--- src/rtl/coo_aggregate_sched.sv ---
// -----------------------------------------------------------------------------
// coo_aggregate_sched
//
// Purpose:
//   Sequences GCN neighbour aggregation over a COO edge list (row,col pairs,
//   sorted by row). Each edge is read from the COO buffer and turned into one
//   aggregate request to the feature accumulator. Requests use a valid/ready
//   handshake, and the number of issued-but-unacked requests is credit limited.
//   The scheduler reports each finished row, counts finished rows and pulses
//   done at the end of a pass.
//
// Parameters:
//   EDGE_AW : COO buffer address width (max 2**EDGE_AW edges)
//   NODE_W  : node index width (row/col)
//   MAX_OUT : max issued-but-unacked aggregate requests (1..15)
//
// Ports:
//   clk           in   rising-edge clock
//   reset         in   asynchronous, active-high reset
//   start         in   launch a pass; only looked at while idle
//   num_edges     in   edge count, captured together with start
//   coo_rd_en     out  COO buffer read strobe
//   coo_rd_addr   out  COO buffer read address
//   coo_row       in   edge row, valid the cycle after coo_rd_en
//   coo_col       in   edge col, valid the cycle after coo_rd_en
//   agg_valid     out  aggregate request valid
//   agg_ready     in   accumulator accepts the request
//   agg_row       out  destination node of the request
//   agg_col       out  source node of the request
//   agg_ack       in   one-cycle completion pulse per accepted request
//   row_done      out  one-cycle pulse: all edges of row_done_idx issued+acked
//   row_done_idx  out  row index belonging to row_done
//   rows_done_cnt out  finished rows this pass, wraps modulo 2**NODE_W
//   busy          out  high whenever a pass is in progress
//   done          out  one-cycle pulse at the end of a pass
//   ack_err       out  sticky: agg_ack seen with nothing outstanding
// -----------------------------------------------------------------------------
module coo_aggregate_sched #(
  parameter int EDGE_AW = 6,
  parameter int NODE_W  = 3,
  parameter int MAX_OUT = 4
) (
  input  logic               clk,
  input  logic               reset,
  input  logic               start,
  input  logic [EDGE_AW:0]   num_edges,
  output logic               coo_rd_en,
  output logic [EDGE_AW-1:0] coo_rd_addr,
  input  logic [NODE_W-1:0]  coo_row,
  input  logic [NODE_W-1:0]  coo_col,
  output logic               agg_valid,
  input  logic               agg_ready,
  output logic [NODE_W-1:0]  agg_row,
  output logic [NODE_W-1:0]  agg_col,
  input  logic               agg_ack,
  output logic               row_done,
  output logic [NODE_W-1:0]  row_done_idx,
  output logic [NODE_W-1:0]  rows_done_cnt,
  output logic               busy,
  output logic               done,
  output logic               ack_err
);

  // Four bits hold any credit limit in the supported 1..15 range.
  localparam int              OutW    = 4;
  localparam logic [OutW-1:0] MaxOutC = OutW'(MAX_OUT);

  typedef enum logic [2:0] {
    IDLE,
    FETCH,
    CAPT,
    ISSUE,
    DRAIN,
    FIN
  } state_e;

  state_e              state_q, state_d;
  logic [EDGE_AW:0]    ptr_q, ptr_d;
  logic [EDGE_AW:0]    nedges_q, nedges_d;
  logic [NODE_W-1:0]   edge_row_q, edge_row_d;
  logic [NODE_W-1:0]   edge_col_q, edge_col_d;
  logic [OutW-1:0]     out_q, out_d;
  logic                have_prev_q, have_prev_d;
  logic [NODE_W-1:0]   prev_row_q, prev_row_d;
  logic                pend_q, pend_d;
  logic [NODE_W-1:0]   pend_row_q, pend_row_d;
  logic                row_done_q, row_done_d;
  logic [NODE_W-1:0]   row_done_idx_q, row_done_idx_d;
  logic [NODE_W-1:0]   cnt_q, cnt_d;
  logic                done_q, done_d;
  logic                ack_err_q, ack_err_d;

  logic                hs;
  logic                ack_ok;
  logic                ack_bad;
  logic [EDGE_AW:0]    ptr_inc;

  // Issue is held off while credits are exhausted or while a finished row is
  // still waiting for its row_done. Neither condition can newly appear while
  // valid is already high (credits only return, and a row becomes pending
  // only on an accept), so a raised valid stays up until it is accepted.
  assign agg_valid = (state_q == ISSUE) && (out_q < MaxOutC) && !pend_q;
  assign hs        = agg_valid && agg_ready;
  assign ack_ok    = agg_ack && (out_q != '0);
  assign ack_bad   = agg_ack && (out_q == '0);
  assign ptr_inc   = ptr_q + 1'b1;

  assign coo_rd_en     = (state_q == FETCH);
  assign coo_rd_addr   = ptr_q[EDGE_AW-1:0];
  assign agg_row       = edge_row_q;
  assign agg_col       = edge_col_q;
  assign row_done      = row_done_q;
  assign row_done_idx  = row_done_idx_q;
  assign rows_done_cnt = cnt_q;
  assign busy          = (state_q != IDLE);
  assign done          = done_q;
  assign ack_err       = ack_err_q;

  always_comb begin
    state_d        = state_q;
    ptr_d          = ptr_q;
    nedges_d       = nedges_q;
    edge_row_d     = edge_row_q;
    edge_col_d     = edge_col_q;
    out_d          = out_q;
    have_prev_d    = have_prev_q;
    prev_row_d     = prev_row_q;
    pend_d         = pend_q;
    pend_row_d     = pend_row_q;
    row_done_d     = 1'b0;
    row_done_idx_d = row_done_idx_q;
    cnt_d          = cnt_q;
    done_d         = 1'b0;
    ack_err_d      = ack_err_q;

    // A request and an ack in the same cycle cancel out; an ack with nothing
    // outstanding is flagged and does not underflow the counter.
    if (hs && !ack_ok) begin
      out_d = out_q + 1'b1;
    end else if (!hs && ack_ok) begin
      out_d = out_q - 1'b1;
    end
    if (ack_bad) begin
      ack_err_d = 1'b1;
    end

    unique case (state_q)
      IDLE: begin
        if (start) begin
          ptr_d       = '0;
          nedges_d    = num_edges;
          cnt_d       = '0;
          ack_err_d   = 1'b0;
          have_prev_d = 1'b0;
          pend_d      = 1'b0;
          state_d     = (num_edges == '0) ? FIN : FETCH;
        end
      end

      FETCH: begin
        state_d = CAPT;
      end

      CAPT: begin
        edge_row_d = coo_row;
        edge_col_d = coo_col;
        state_d    = ISSUE;
      end

      ISSUE: begin
        if (hs) begin
          ptr_d       = ptr_inc;
          have_prev_d = 1'b1;
          prev_row_d  = edge_row_q;
          // The very first edge of a pass has no previous row to close.
          if (have_prev_q && (edge_row_q != prev_row_q)) begin
            pend_d     = 1'b1;
            pend_row_d = prev_row_q;
          end
          state_d = (ptr_inc < nedges_q) ? FETCH : DRAIN;
        end
      end

      DRAIN: begin
        // A still-pending earlier row is reported first (below); the last
        // row of the pass closes on the following cycle.
        if ((out_q == '0) && !pend_q) begin
          row_done_d     = 1'b1;
          row_done_idx_d = prev_row_q;
          cnt_d          = cnt_q + 1'b1;
          state_d        = FIN;
        end
      end

      FIN: begin
        done_d  = 1'b1;
        state_d = IDLE;
      end

      default: begin
        state_d = IDLE;
      end
    endcase

    // Pending-row completion can land in any busy state once all requests
    // have drained.
    if ((state_q != IDLE) && pend_q && (out_q == '0)) begin
      row_done_d     = 1'b1;
      row_done_idx_d = pend_row_q;
      pend_d         = 1'b0;
      cnt_d          = cnt_q + 1'b1;
    end
  end

  always_ff @(posedge clk or posedge reset) begin
    if (reset) begin
      state_q        <= IDLE;
      ptr_q          <= '0;
      nedges_q       <= '0;
      edge_row_q     <= '0;
      edge_col_q     <= '0;
      out_q          <= '0;
      have_prev_q    <= 1'b0;
      prev_row_q     <= '0;
      pend_q         <= 1'b0;
      pend_row_q     <= '0;
      row_done_q     <= 1'b0;
      row_done_idx_q <= '0;
      cnt_q          <= '0;
      done_q         <= 1'b0;
      ack_err_q      <= 1'b0;
    end else begin
      state_q        <= state_d;
      ptr_q          <= ptr_d;
      nedges_q       <= nedges_d;
      edge_row_q     <= edge_row_d;
      edge_col_q     <= edge_col_d;
      out_q          <= out_d;
      have_prev_q    <= have_prev_d;
      prev_row_q     <= prev_row_d;
      pend_q         <= pend_d;
      pend_row_q     <= pend_row_d;
      row_done_q     <= row_done_d;
      row_done_idx_q <= row_done_idx_d;
      cnt_q          <= cnt_d;
      done_q         <= done_d;
      ack_err_q      <= ack_err_d;
    end
  end

endmodule
--- config.mk ---
export PLATFORM = sky130hd
export DESIGN_NAME = coo_aggregate_sched
export DESIGN_NICKNAME = d
export VERILOG_FILES = /design/src/rtl/coo_aggregate_sched.sv
export SDC_FILE = /design/constraint.sdc
export NUM_CORES = 1
export LEC_CHECK = 0
export CAP_MARGIN = 0
export CORE_ASPECT_RATIO = 0.6
export CORE_MARGIN = 10
export CORE_UTILIZATION = 56
export DETAILED_ROUTE_END_ITERATION = 7
export GPL_TIMING_DRIVEN = 1
export PLACE_DENSITY = 0.84
export SKIP_CTS_REPAIR_TIMING = 1
export SLEW_MARGIN = 15
export SYNTH_ARGS = -nofsm -noshare
export SYNTH_HDL_FRONTEND = slang
export SYNTH_SLANG_ARGS = --single-unit
--- constraint.sdc ---
create_clock -name clk -period 8.6 [get_ports clk]
set_input_delay 0.86 -clock clk [delete_from_list [all_inputs] [get_ports clk]]
set_output_delay 0.86 -clock clk [all_outputs]
set_load 0.02 [all_outputs]
Yosys cells after proc, flatten, opt, wreduce, memory -nomap -nowiden
Cells that the tools add are included.
- add/subtract/negate cells: 4
- magnitude comparators: 2
- eq/ne operators: 13
- mux-type cells: 32
- reduce and logical (&&, ||, !) cells: 33
- operator list (kind ; count):
    two-way mux 3 bit ; 11
    one-hot mux 3 bit (5 select lines) ; 1
    two-way mux 7 bit ; 2
    one-hot mux 7 bit (2 select lines) ; 1
    two-way mux 1 bit ; 12
    AND reduction 3 bit ; 4
    logical AND 1 bit ; 11
    nonzero test 3 bit ; 3
    two-way mux 4 bit ; 2
    nonzero test 2 bit ; 4
    adder 7 x 1 -> 7 bit (second input constant) ; 1
    logical NOT 7 bit ; 1
    < comparator 7 bit ; 1
    == test 3 x 2 -> 1 bit (second input constant) ; 2
    == test 3 bit (second input constant) ; 2
    != test 2 bit (second input constant) ; 3
    != test 3 bit (second input constant) ; 2
    one-hot mux 3 bit (2 select lines) ; 1
    AND reduction 2 bit ; 3
    adder 4 x 1 -> 4 bit (second input constant) ; 1
    logical NOT 4 bit ; 1
    < comparator 4 x 3 -> 1 bit (second input constant) ; 1
    one-hot mux 1 bit (2 select lines) ; 2
    AND reduction 4 bit ; 1
    9 further kinds ; 11
- bits in registers: 44
- input port bits: 18
- output and inout bits: 24
- word-level logic and storage cells: 99

Depth between registers and ports, before layout
- depth after elaboration: 8
- mapped depth: 11
- mapped depth without buffers: 10

Least setup slack after synthesis
No wires, ideal clock.
- kind: input to register
- from: in agg_ready
- to: reg out_q[3]
- arrival: 2.952 ns
- setup slack: 5.522 ns
- cell stages on the path: 11
- path through: nor4b_4 -> nand3_2 -> inv_2 -> buf_2 -> ha_1 -> inv_1 -> ha_1 -> a21o_1 -> a2111oi_0 -> a31oi_1 -> a221o_1
- longest elaborated chain between the ends: 4
- elaborated cells between the ends (all ways): 6
- ends and longest elaborated chain (element ; RTL line ; RTL):
    start: declaration ; 52 ; input logic agg_ready,
    logical AND 1 bit (*) ; 103 ; assign hs = agg_valid && agg_ready;
    logical NOT 1 bit ; 140 ; end else if (!hs && ack_ok) begin
    logical AND 1 bit ; 140 ;
    nonzero test 2 bit (no source line) ; - ;
    end signal: assignment ; 238 ; out_q <= out_d;
    end: declaration ; 82 ; logic [OutW-1:0] out_q, out_d;
Every way passes the cells marked *; elsewhere a longest branch is shown, timed or not.
A chain may end at the register's enable or synchronous reset.

Worst setup path after layout
Ends and elaborated chain as after synthesis.

==> reports/summary.txt <==
slowest stage cell on the critical path - a2111oi_0
required time of the critical path - 8.78 ns
First-pass DRT Iterations - 4
count of mapped cells out of synthesis - 216
Leak Pwr - 1.28 nW
slowest cell delay on critical path - 0.47 ns
die outline area - 7210 µm²
Worst Hold Slack - 0.480 ns
clock sink total - 44
power per unit of standard cell area - 332 nW/µm²
CTS tree - yes
Tot GR Track Use - 14.8%
highest metal layer with signal wires - met4
FILL cells - 305
final clock period utilization by the worst path - 42.1%
Final HPWL DP - 3700 µm
width of the chip - 103 µm
synth unique cells - 47
share of the yosys chip area belonging to registers - 47.4%
pin count of the biggest net entering global routing - 45
starting density of the core - 57.3%
RSZ-0062 raised after global routing - false
number of nets still failing antenna checks after routing - 0
net count of the mapped netlist - 246
Synthesis Warnings - 0
cell-by-cell listing of the critical path - clkdlybuf4s50_1 > nor4b_4 > nand3_2 > inv_2 > ha_1 > inv_1 > ha_1 > a21o_1 > a2111oi_0 > a31oi_1 > a221o_1
startpoint class of the critical path - input pin
dominant cell type by count on the critical path - ha_1
final wirelength - 5070 µm
routed length on met2 - 2120 µm
max_slew headroom - 52.4%
Core Area - 4050 µm²
maximum buffer depth of the clock tree - 2
pins over their slew limit - 0
Worst Hold Depth - 2
post-layout net count - 281
transition time of the tightest slew-check pin - 0.710 ns
final hold viol count - 0
Detailed Route Iter0 Violations - 88
Max Clock Freq - 0.276 GHz
global-route wire length before repair - 8650 µm
vias in the first global route - 1757
combined area of the multi-input logic cells - 1100 µm²
Worst R2R Path Depth - 10
detailed-routing wirelength on met1 - 2440 µm
Worst setup EP type - flip-flop
Antenna diodes - 0
number of H-tree branching levels - 2
CTS clk-pin slew, worst paths - 0.08 ns
shortest clock period the worst path allows after layout - 3.62 ns
PortBufs - 41
number of antenna violations at the first check in global routing - 0
area of the mapped netlist - 2320 µm²
routed wire length on met3 - 468 µm
clock tree root buffer cell - clkbuf_8
flop and latch count out of synthesis - 44
total number of placement rows - 18
vias per cell - 5.64
count of maximum capacitance violations - 0
routability congestion estimate - 0.813
via count - 1703
total power after layout - 938 µW
status - finished, final reports clean
vertical die dimension - 69.9 µm
area taken by flip-flops and latches - 1100 µm²
number of CTS-inserted buffers - 5
number of I/O pins - 42
worst-skew pair later-pin latency - 0.30 ns
post-detailed-route DRC marker count - 0
Max IR drop VDD - 0.227 mV
final-layout setup total negative slack - 0 ns
Area Overhead vs Synth - 21.5%
WS Path Type - in -> reg
class of the most critical hold timing path - reg -> reg
GR Overflow Total - 0
Setup-failing EPs final - 0
worst setup skew after layout - 0.00394 ns
share of final-layout standard cells stronger than drive strength 1 - 10.3%
average cell area after synthesis - 10.8 µm²
arrival time at the worst endpoint - 3.80 ns
routed wirelength normalized by instance count - 16.8 µm
worst-path maximum fanout - 11
[per-layer routing]
metal  GRT usage (%)  up-vias
li1                -      828
met5               0        -
met3            6.68        6
met4            3.69        0
met2            20.4       43
met1            20.5      826
[kinds of logic (layout without fill, tap and decap cells)]
family / count (synthesis) / after routing / share of synthesized area [%]
DFF: 44 / 44 / 47.4
and+or+nand+nor: 69 / 69 / 17.0
buffers and inverters: 23 / 59 / 5.44
AOI/OAI and AO/OA: 44 / 44 / 13.1
xor gates and xnor gates: 10 / 10 / 3.77
muxes: 14 / 14 / 6.62
adders and majority gates: 12 / 12 / 6.78
[cells in the final DEF, fill, tap and decap left out, drive strengths merged, types with 4 or more instances in the layout]
master and n:
xor2 6, a22o 6, xnor2 4, clkdlybuf4s50 41
inv 8, a21oi 10, nor2 10, o21ai 11
nor4 4, ha 11, dfrtp 44, nand3 6
nand2 28, mux2 11, clkbuf 5
[power by group]
part | internal [mW] | switching [mW]
combinational | 0.202 | 0.207
sequential | 0.285 | 0.0863
clock | 0.0859 | 0.0723
[per-stage QoR]
step | instances | setup slack, ns | instance area (µm²) | util [%]
floorplan | 216 | 5.52 | 2320 | -
global placement | 294 | 4.90 | 2710 | 66.9
detailed placement | 294 | 4.76 | 2710 | 66.9
CTS | 302 | 5.01 | 2820 | 69.7
global route | 302 | 4.78 | 2820 | 69.7
finish | 302 | 4.98 | 2820 | 69.7
[path summary, 6_finish.rpt]
kind | from | endpoint | slack (ns)
setup / recovery | agg_ready | out_q[3] | 4.98
hold reg to reg | nedges_q[0] | nedges_q[0] | 0.48
hold / removal | nedges_q[0] | nedges_q[0] | 0.48
setup reg to reg | state_q[1] | out_q[3] | 5.24
max in group asynchronous | reset | out_q[3] | 7.22
min in group asynchronous | reset | row_done_idx[2] | 0.99
[sequential cells by signal, summed over array words and instances, names as in the netlist]
signal,cells
have_prev_q,1
rows_done_cnt,3
done,1
ptr_q,7
nedges_q,7
ack_err,1
prev_row_q,3
state_q,3
agg_row,3
row_done,1
row_done_idx,3
pend_row_q,3
out_q,4
agg_col,3
pend_q,1
[synth_stat cells, drive strengths merged]
cell	instances	area [µm²]
a2111oi	1	8.76
clkbuf	4	15.0
nor3b	2	15.0
nor4b	2	47.6
a21boi	1	7.51
or3b	1	8.76
xnor2	4	35.0
dfrtp	44	1100
xor2	6	52.6
or4	2	15.0
a21o	3	22.5
and2	2	12.5
ha	11	138
o21bai	2	15.0
a211o	1	8.76
mux2i	3	30.0
o311a	1	11.3
nor2	10	37.5
fa	1	20.0
nand2	28	105
and3	1	6.26
nor2b	3	18.8
inv	9	33.8
nand3	6	35.0
a31oi	3	18.8
nor4	4	40.0
o211a	1	10.0
mux2	11	124
buf	10	77.6
a31o	1	8.76
a221o	3	30.0
nor3	3	15.0
or3	1	6.26
and3b	2	17.5
nand3b	1	7.51
a22o	6	53.8
nand2b	1	6.26
a21oi	10	53.8
o21ai	11	55.1
[worst max-delay path, delay by kind of cell]
family                   cells  cell delay [ns]
AO/OA/AOI/OAI                4             1.11
buffers and inverters        3             0.84
adder cells (fa/ha/maj)      2             0.53
AND/OR/NAND/NOR              2             0.44
[cell type report]
cell class,instances,share of cell area (%)
Clock buffer,5,2.44
Clock inverter,3,1.51
Inverter,9,1.20
Multi-Input combinational cell,149,38.9
Sequential cell,44,39.0
Tap cell,50,2.22
Timing Repair Buffer,42,14.8
No activity file was read; power rests on OpenSTA's default activity.
